**src/rtl/uart_core_pkg.sv**
```systemverilog
// Shared frame constants and state encodings for the uart_core TX/RX paths.
package uart_core_pkg;
  localparam int   DATA_BITS            = 8;
  localparam logic START                = 1'b0;
  localparam logic STOP                 = 1'b1;
  localparam int   DEFAULT_CLKS_PER_BIT = 868;

  typedef enum logic [1:0] {TX_IDLE, TX_START, TX_DATA, TX_STOP} tx_state_t;
  typedef enum logic [1:0] {RX_IDLE, RX_START, RX_DATA, RX_STOP} rx_state_t;
endpackage

```
**src/rtl/uart_core_fifo.sv**
```systemverilog
// Synchronous FIFO with a registered read port; occupancy flags decode an exact count register.
module uart_core_fifo #(
  parameter int DEPTH = 16,
  parameter int W     = 8
) (
  input  logic                     clk,
  input  logic                     rst,
  input  logic                     wr_en,
  input  logic [W-1:0]             wr_data,
  input  logic                     rd_en,
  output logic [W-1:0]             rd_data,
  output logic                     full,
  output logic                     empty,
  output logic [$clog2(DEPTH):0]   cnt
);
  localparam int AW = $clog2(DEPTH);
  localparam logic [AW:0] FULL_CNT = (AW+1)'(DEPTH);

  logic [W-1:0]  mem [DEPTH];
  logic [AW-1:0] wr_ptr, rd_ptr;
  logic [AW:0]   count;
  logic          do_wr, do_rd;

  assign full  = (count == FULL_CNT);
  assign empty = (count == '0);
  assign cnt   = count;

  // A write while full is dropped even if a read happens the same cycle.
  assign do_wr = wr_en && !full;
  assign do_rd = rd_en && !empty;

  always_ff @(posedge clk) begin
    if (do_wr) mem[wr_ptr] <= wr_data;
  end

  always_ff @(posedge clk or negedge rst) begin
    if (!rst) begin
      wr_ptr  <= '0;
      rd_ptr  <= '0;
      count   <= '0;
      rd_data <= '0;
    end else begin
      if (do_wr) wr_ptr <= wr_ptr + 1'b1;
      if (do_rd) begin
        rd_ptr  <= rd_ptr + 1'b1;
        rd_data <= mem[rd_ptr];
      end
      count <= count + (AW+1)'(do_wr) - (AW+1)'(do_rd);
    end
  end
endmodule

```
**src/rtl/uart_core.sv**
```systemverilog
// 8N1 UART: FIFO-fed transmitter plus independent receiver.
// UART_CORE_LOOPBACK_EN routes the internal tx into the receiver instead of the rx pin.
module uart_core
  import uart_core_pkg::*;
#(
  parameter int CLKS_PER_BIT = DEFAULT_CLKS_PER_BIT,
  parameter int FIFO_DEPTH   = 16
) (
  input  logic                          clk,
  input  logic                          rst,
  input  logic [7:0]                    wr_data,
  input  logic                          wr_en,
  output logic                          fifo_full,
  output logic                          fifo_empty,
  output logic [$clog2(FIFO_DEPTH):0]   fifo_cnt,
  output logic                          tx,
  output logic                          is_transmitting,
  input  logic                          rx,
  output logic                          rx_valid,
  output logic [7:0]                    rx_byte,
  output logic                          is_receiving,
  output logic                          recv_error
);
  localparam int CW = $clog2(CLKS_PER_BIT);
  localparam logic [CW-1:0] BIT_END  = CW'(CLKS_PER_BIT - 1);
  localparam logic [CW-1:0] HALF_END = CW'(CLKS_PER_BIT / 2 - 1);
  localparam logic [2:0]    LAST_BIT = 3'(DATA_BITS - 1);

  logic [7:0] fifo_dout;
  logic       rd, rd_q, transmit;

  uart_core_fifo #(.DEPTH(FIFO_DEPTH), .W(8)) u_fifo (
    .clk     (clk),
    .rst     (rst),
    .wr_en   (wr_en),
    .wr_data (wr_data),
    .rd_en   (rd),
    .rd_data (fifo_dout),
    .full    (fifo_full),
    .empty   (fifo_empty),
    .cnt     (fifo_cnt)
  );

  // rd_q blocks a second pop while the popped byte is still in flight to the FSM.
  assign rd       = !fifo_empty && !is_transmitting && !rd_q;
  assign transmit = rd_q;

  always_ff @(posedge clk or negedge rst) begin
    if (!rst) rd_q <= 1'b0;
    else      rd_q <= rd;
  end

  tx_state_t     tx_state;
  logic [CW-1:0] tx_cnt;
  logic [2:0]    tx_bit;
  logic [7:0]    tx_sh;

  always_ff @(posedge clk or negedge rst) begin
    if (!rst) begin
      tx_state        <= TX_IDLE;
      tx_cnt          <= '0;
      tx_bit          <= '0;
      tx_sh           <= '0;
      tx              <= STOP;
      is_transmitting <= 1'b0;
    end else begin
      case (tx_state)
        TX_IDLE: begin
          tx              <= STOP;
          is_transmitting <= 1'b0;
          if (transmit) begin
            tx_state        <= TX_START;
            tx_sh           <= fifo_dout;
            tx_cnt          <= '0;
            tx              <= START;
            is_transmitting <= 1'b1;
          end
        end
        TX_START: begin
          if (tx_cnt == BIT_END) begin
            tx_cnt   <= '0;
            tx_bit   <= '0;
            tx       <= tx_sh[0];
            tx_state <= TX_DATA;
          end else tx_cnt <= tx_cnt + 1'b1;
        end
        TX_DATA: begin
          if (tx_cnt == BIT_END) begin
            tx_cnt <= '0;
            if (tx_bit == LAST_BIT) begin
              tx       <= STOP;
              tx_state <= TX_STOP;
            end else begin
              tx_bit <= tx_bit + 1'b1;
              tx_sh  <= {1'b0, tx_sh[7:1]};
              tx     <= tx_sh[1];
            end
          end else tx_cnt <= tx_cnt + 1'b1;
        end
        TX_STOP: begin
          if (tx_cnt == BIT_END) begin
            tx_cnt          <= '0;
            tx_state        <= TX_IDLE;
            is_transmitting <= 1'b0;
          end else tx_cnt <= tx_cnt + 1'b1;
        end
        default: tx_state <= TX_IDLE;
      endcase
    end
  end

  logic rx_in;
`ifdef UART_CORE_LOOPBACK_EN
  logic unused_rx;
  assign unused_rx = rx;
  assign rx_in     = tx;
`else
  assign rx_in = rx;
`endif

  logic [1:0]    rx_sync;
  logic          rx_s, armed;
  rx_state_t     rx_state;
  logic [CW-1:0] rx_cnt;
  logic [2:0]    rx_bit;
  logic [7:0]    rx_sh;

  assign rx_s = rx_sync[1];

  // Synchronizer resets to idle-high so reset release never looks like a start edge.
  always_ff @(posedge clk or negedge rst) begin
    if (!rst) rx_sync <= 2'b11;
    else      rx_sync <= {rx_sync[0], rx_in};
  end

  always_ff @(posedge clk or negedge rst) begin
    if (!rst) begin
      rx_state     <= RX_IDLE;
      rx_cnt       <= '0;
      rx_bit       <= '0;
      rx_sh        <= '0;
      armed        <= 1'b0;
      rx_valid     <= 1'b0;
      recv_error   <= 1'b0;
      rx_byte      <= '0;
      is_receiving <= 1'b0;
    end else begin
      rx_valid   <= 1'b0;
      recv_error <= 1'b0;
      case (rx_state)
        RX_IDLE: begin
          // armed = line seen high since the last frame, so a low here is a falling edge
          if (rx_s) armed <= 1'b1;
          else if (armed) begin
            rx_state     <= RX_START;
            rx_cnt       <= '0;
            is_receiving <= 1'b1;
          end
        end
        RX_START: begin
          if (rx_cnt == HALF_END) begin
            rx_cnt <= '0;
            if (rx_s != START) begin
              rx_state     <= RX_IDLE;
              is_receiving <= 1'b0;
            end else begin
              rx_bit   <= '0;
              rx_state <= RX_DATA;
            end
          end else rx_cnt <= rx_cnt + 1'b1;
        end
        RX_DATA: begin
          if (rx_cnt == BIT_END) begin
            rx_cnt <= '0;
            rx_sh  <= {rx_s, rx_sh[7:1]};
            if (rx_bit == LAST_BIT) rx_state <= RX_STOP;
            else                    rx_bit   <= rx_bit + 1'b1;
          end else rx_cnt <= rx_cnt + 1'b1;
        end
        RX_STOP: begin
          if (rx_cnt == BIT_END) begin
            rx_cnt       <= '0;
            rx_state     <= RX_IDLE;
            is_receiving <= 1'b0;
            armed        <= 1'b0;
            if (rx_s == STOP) begin
              rx_valid <= 1'b1;
              rx_byte  <= rx_sh;
            end else recv_error <= 1'b1;
          end else rx_cnt <= rx_cnt + 1'b1;
        end
        default: rx_state <= RX_IDLE;
      endcase
    end
  end
endmodule

```
**config.mk**
```make
export PLATFORM = sky130hd
export DESIGN_NAME = uart_core
export DESIGN_NICKNAME = d
export VERILOG_FILES = /design/src/rtl/uart_core_pkg.sv /design/src/rtl/uart_core_fifo.sv /design/src/rtl/uart_core.sv
export SDC_FILE = /design/constraint.sdc
export NUM_CORES = 1
export LEC_CHECK = 0
export BUFFER_PORTS_ARGS = -buffer_cell sky130_fd_sc_hd__buf_2
export CAP_MARGIN = 10
export CORE_MARGIN = 2
export CORE_UTILIZATION = 50
export CTS_BUF_LIST = sky130_fd_sc_hd__clkbuf_8
export DETAILED_ROUTE_END_ITERATION = 8
export PLACE_DENSITY = 0.66
export SLEW_MARGIN = 15
export SYNTH_ARGS = -nofsm -noshare
export SYNTH_HDL_FRONTEND = slang
export SYNTH_HIERARCHICAL = 1
export SYNTH_SLANG_ARGS = --single-unit
```
**constraint.sdc**
```tcl
create_clock -name clk -period 3.8 [get_ports clk]
set_input_delay 0.38 -clock clk [delete_from_list [all_inputs] [get_ports clk]]
set_output_delay 0.38 -clock clk [all_outputs]
set_load 0.05 [all_outputs]
```
## Word level (Yosys, flattened, before mapping)

Memory sizes are Yosys's and may differ from the RTL's. A register that Yosys moved wholly into a read port is not among the register bits.
Cells that the tools add are included.

- Output and inout port bits: 20
- Register bits after elaboration: 76
- Input port bits: 12
- Memories: 1
- Memory bits (writable): 128

Memory list:

| name | depth | bits a word | read ports | clocked after Yosys merged registers in | write ports | RTL line | text |
|---|---|---|---|---|---|---|---|
| u_fifo.mem | 16 | 8 | 1 | 1 | 1 | uart_core_fifo.sv:19 | `logic [W-1:0] mem [DEPTH];` |

- Reductions and logical operators: 33
- Equal/unequal tests: 28
- Add/subtract/negate cells: 8
- Muxes and demuxes: 59

Operators by type and width:

| kind | number |
|---|---|
| 10-bit two-way mux | 6 |
| 2-bit inequality test, second input constant | 16 |
| 10-bit one-hot mux with 3 select lines | 1 |
| 2-bit two-way mux | 12 |
| 8-bit two-way mux | 3 |
| 3-bit two-way mux | 7 |
| 10-bit by 1-bit adder with 10-bit output, second input constant | 2 |
| 10-bit equality test, second input constant | 2 |
| 1-bit two-way mux | 20 |
| 10-bit one-hot mux with 2 select lines | 1 |
| 2-bit one-hot mux with 4 select lines | 2 |
| 8-bit one-hot mux with 2 select lines | 1 |
| 3-bit one-hot mux with 2 select lines | 2 |
| 6-bit AND reduction | 2 |
| 10-bit by 9-bit equality test with 1-bit output, second input constant | 1 |
| 5-bit AND reduction | 2 |
| 2-bit nonzero test | 5 |
| 3-bit AND reduction | 3 |
| 4-bit by 1-bit adder with 4-bit output, second input constant | 2 |
| 2-bit equality test, second input constant | 4 |
| 4-bit AND reduction | 2 |
| 3-bit by 1-bit adder with 3-bit output, second input constant | 2 |
| 3-bit equality test, second input constant | 2 |
| 1-bit one-hot mux with 3 select lines | 2 |
| other kinds (13) | 26 |

## Longest topological paths before layout

- Depth after elaboration: 6
- Mapped depth: 16

## Cells and area by module

The synthesis kept the hierarchy.

By module, submodules not included:

| module | cells each | instances | area an instance (um2) | seq. area each (um2) |
|---|---|---|---|---|
| uart_core_fifo | 302 | 1 | 6134.6 | 4369.2 |
| uart_core | 276 | 1 | 3244.4 | 1580.3 |

## Least setup slack after synthesis

OpenSTA, ideal clock, no wires.

- Path type: register to register
- Start: reg u_fifo.count[3], in the netlist u_fifo/cnt[3]
- End: reg u_fifo.count[4], in the netlist u_fifo/cnt[4]
- Cell stages (with the launch flop): 17
- Arrival time: 3227 ps
- Library setup time: 124 ps
- Path slack: 448 ps
- Buffers on the path: 2
- Cells stage by stage: dfrtp_1 -> inv_1 -> ha_1 -> or4b_4 -> inv_2 -> clkbuf_8 -> nor3_1 -> inv_1 -> clkbuf_4 -> nor2_1 -> ha_1 -> inv_1 -> ha_1 -> fa_1 -> a21oi_1 -> o21bai_1 -> xnor2_1

- Word-level cells in the longest chain between the ends: 6
- Elaborated cells on any way between the ends: 10

Ends and longest elaborated chain:

| element | RTL line | text |
|---|---|---|
| start, declared | uart_core_fifo.sv:21 | `logic [AW:0] count;` |
| start signal, assigned | uart_core_fifo.sv:48 | `count <= count + (AW+1)'(do_wr) - (AW+1)'(do_rd);` |
| 5-bit logical NOT | uart_core_fifo.sv:25 | `assign empty = (count == '0);` |
| net fifo_empty | uart_core.sv:14 | `output logic fifo_empty,` |
| 1-bit logical NOT | uart_core.sv:45 | `assign rd = !fifo_empty && !is_transmitting && !rd_q;` |
| 1-bit logical AND (2 in a row) | uart_core.sv:45 |  |
| net rd | uart_core.sv:30 | `logic rd, rd_q, transmit;` |
| 1-bit logical AND | uart_core_fifo.sv:30 | `assign do_rd = rd_en && !empty;` |
| net u_fifo.do_rd | uart_core_fifo.sv:22 | `logic do_wr, do_rd;` |
| 5-bit by 1-bit subtractor with 5-bit output | uart_core_fifo.sv:48 |  |

The timed path passes the listed nets, and every way through them passes these cells.
A chain may end at the register's enable or synchronous reset.

## Worst setup path in the final report

- Start: reg u_fifo.count[3], in the netlist u_fifo/cnt[3]
- End: reg u_fifo.count[4], in the netlist u_fifo/cnt[4]

- Word-level cells in the longest chain between the ends: 6
- Elaborated cells on any way between the ends: 10

Ends and longest elaborated chain:

| element | RTL line |
|---|---|
| 5-bit logical NOT | uart_core_fifo.sv:25 |
| 1-bit logical NOT | uart_core.sv:45 |
| 1-bit logical AND (2 in a row) | uart_core.sv:45 |
| net rd | uart_core.sv:30 |
| 1-bit logical AND | uart_core_fifo.sv:30 |
| net u_fifo.do_rd | uart_core_fifo.sv:22 |
| 5-bit by 1-bit subtractor with 5-bit output | uart_core_fifo.sv:48 |

The timed path passes the listed nets, and every way through them passes these cells.

==> results.yml <==
floorplanning:
  io_pins: 32
  initial_core_util_pct: 50.5
  std_cell_rows: 50
  dieWidth_um: 141
  design.die.area_mm2: 0.0199
  die_h_um: 141
  coreArea_mm2: 0.0186
detailed_routing:
  drt-vias-per-instance: 5.58
  drtPass1Iterations: 4
  antenna_left: 0
  drc: 0
  drt_wl_total_um: 17000
  drt_first_iter_violations: 248
  post_drt_wl_per_cell_um: 19.0
  via_count: 4999
critical_path:
  cp_max_fo: 13
  end_kind: "flip-flop"
  worstPathRequired_ns: 4.18
  critPathArrivalTime_ns: 3.65
  cp-start-kind: "flip-flop"
  reg2regPathDepth: 14
  criticalPathCategory: "flip-flop to flip-flop"
clock_tree:
  cts-root-buf: "clkbuf_8"
  worstSkewPairLatency_ns: 0.51
  cts_buffer_depth: 3
  cts_sinks: 212
  numCtsBuffers: 37
  cts_setup_buffers: 0
  cts.reportedPaths.clkPinSlew_ns: 0.06
  cts_htree_levels: 2
  cts_tree: "done"
synth:
  syn_inst: 578
  synth_edf_count: 128
  seq_area_frac_synth_pct: 63.4
  synth.distinct_cells: 68
  syn_area_per_cell_um2: 16.2
  synth_nets: 615
  synth_flop_cell: "edfxtp_1"
  yosys_warnings: 6
  synth_area_mm2: 0.00938
  synth-async-reset-ratio_pct: 39.6
  synth-seq-cells: 212
finish:
  layout_commonest_cell: "edfxtp_1"
  syn2layout_area_growth_pct: 11.6
  antenna-diode-count: 0
  layout.nets: 670
  drive_above_1_share_pct: 24.8
  final_cell_mix: "128 x edfxtp_1, 80 x dfrtp_1, 44 x clkbuf_8"
  finish.instance_area_mm2: 0.0105
sta:
  tightest_slew_ns: 1.09
  rsz0062_at_grt: "no"
  post-route-period-util_pct: 86.0
  drv_slew: 0
  slew_headroom_pct: 27.3
  fin_skew_ns: 0.0242
  final.setup.tns_ns: 0
  min_period_ns: 3.27
  max_freq_mhz: 306
  finalSetupViolations: 0
  finalHoldViolCount: 0
global_route:
  grt_pass1_vias: 5124
  track_usage_pct: 17.9
  grt_pass1_wl_um: 27800
  overflow: 0
  grt_max_degree: 60
  antenna_found_initial: 0
placed_design:
  gp_congestion: 0.790
  port_buffers: 31
  hpwl_um: 11000
  place_area_mm2: 0.00963
pwr:
  cellLeakagePower_nw: 4.12
  ir_drop_mv: 0.600
  pwr_density_cell_mw_per_mm2: 556
run:
  max-cap-violations: 0
hold_path:
  hold_path_depth: 3
  hold_path.class: "input port to flip-flop"
run_status:
  status: "finished, final reports clean"
==> synthesized netlist by cell type (all sizes together) (4+ instances only) <==
master	number	area, µm²
a21oi	10	50.1
a22o	7	63.8
and2	15	93.8
buf	13	165
clkbuf	11	86.3
dfrtp	81	2030
edfxtp	128	3840
ha	24	300
inv	25	93.8
mux2	38	462
mux2i	17	170
mux4	32	773
nand2	20	75.1
nand2b	4	25.0
nand3	8	40.0
nand4	5	31.3
nor2	21	78.8
nor2b	7	43.8
nor3	8	40.0
nor4	9	86.3
o21ai	17	85.1
o221ai	8	70.1
or3	5	32.5
xnor2	9	78.8
xor2	9	78.8
==> sequential cells by signal, summed over array words and instances, names as in the netlist, 3 cells and up, named ones only <==
register        count
rx_bit              3
rx_byte             8
rx_cnt             10
rx_sh               8
tx_bit              3
tx_cnt             10
tx_sh               8
u_fifo/cnt          5
u_fifo/mem        128
u_fifo/rd_data      8
u_fifo/rd_ptr       4
u_fifo/wr_ptr       4
==> final timing paths <==
check                               from               end  slack (ns)
max                        u_fifo/cnt[3]     u_fifo/cnt[4]        0.53
min                                wr_en  u_fifo/wr_ptr[0]        0.24
max reg2reg                u_fifo/cnt[3]     u_fifo/cnt[4]        0.53
min reg2reg                   rx_sync[0]        rx_sync[1]        0.36
max in group asynchronous            rst                tx        2.43
min in group asynchronous            rst        rx_byte[1]        0.49
==> where the power goes <==
part | total [mW] | internal, mW | switching [mW]
Sequential | 2.79 | 2.67 | 0.113
Combinational | 0.814 | 0.282 | 0.532
Clock | 2.23 | 1.34 | 0.891
==> layout make-up <==
| type | count | area (µm²) |
|---|---|---|
| flip-flops and latches | 212 | 5950 |
| well taps | 234 | 293 |
| clock buffers | 44 | 606 |
| multi-input cells | 317 | 3080 |
| inverters | 25 | 93.8 |
| clock inverters | 24 | 213 |
| repair buffers | 40 | 230 |
| fillers | 1435 | 8110 |
==> what timing repair did <==
action,4_1_cts,5_1_grt
hold endpoints to repair,57,0
gates resized for setup,0,0
hold buffers,2,0
==> per-layer routing <==
| metal | share of wire [%] | GRT usage (%) |
|---|---|---|
| met4 | 1.8 | 5.58 |
| met3 | 4.3 | 3.43 |
| met5 | 0 | 0 |
| met1 | 46 | 25.7 |
| met2 | 48 | 28.2 |
==> metrics by stage <==
stage	hold WS, ns	util, %	power (mW)	cells	setup WS [ns]
floorplan	0.0844	-	3.40	578	0.448
global placement	0.346	51.8	3.61	826	0.728
detailed placement	0.350	51.8	3.65	826	0.570
CTS	0.207	56.4	5.90	896	0.561
global route	0.230	56.4	6.10	896	0.370
finish	0.237	56.4	5.83	896	0.532
==> critical path: stages (launching register included) <==
cell      delay, ns
dfrtp_1        0.40
inv_1          0.09
ha_1           0.17
or4b_4         0.51
inv_2          0.18
nor3_1         0.11
inv_1          0.22
nor2_1         0.15
ha_1           0.30
inv_1          0.04
ha_1           0.20
fa_1           0.40
a21oi_1        0.16
o21bai_1       0.09
xnor2_1        0.13
==> cells by family after synthesis <==
logic type	after synthesis	share of synthesized area, %
buf+inv	49	3.68
compound gates	69	5.51
fa+ha+maj	25	3.42
flops	212	63.4
xor+xnor	18	1.68
mux	87	15.0
simple gates	118	7.30
No activity file was read; power rests on OpenSTA's default activity.
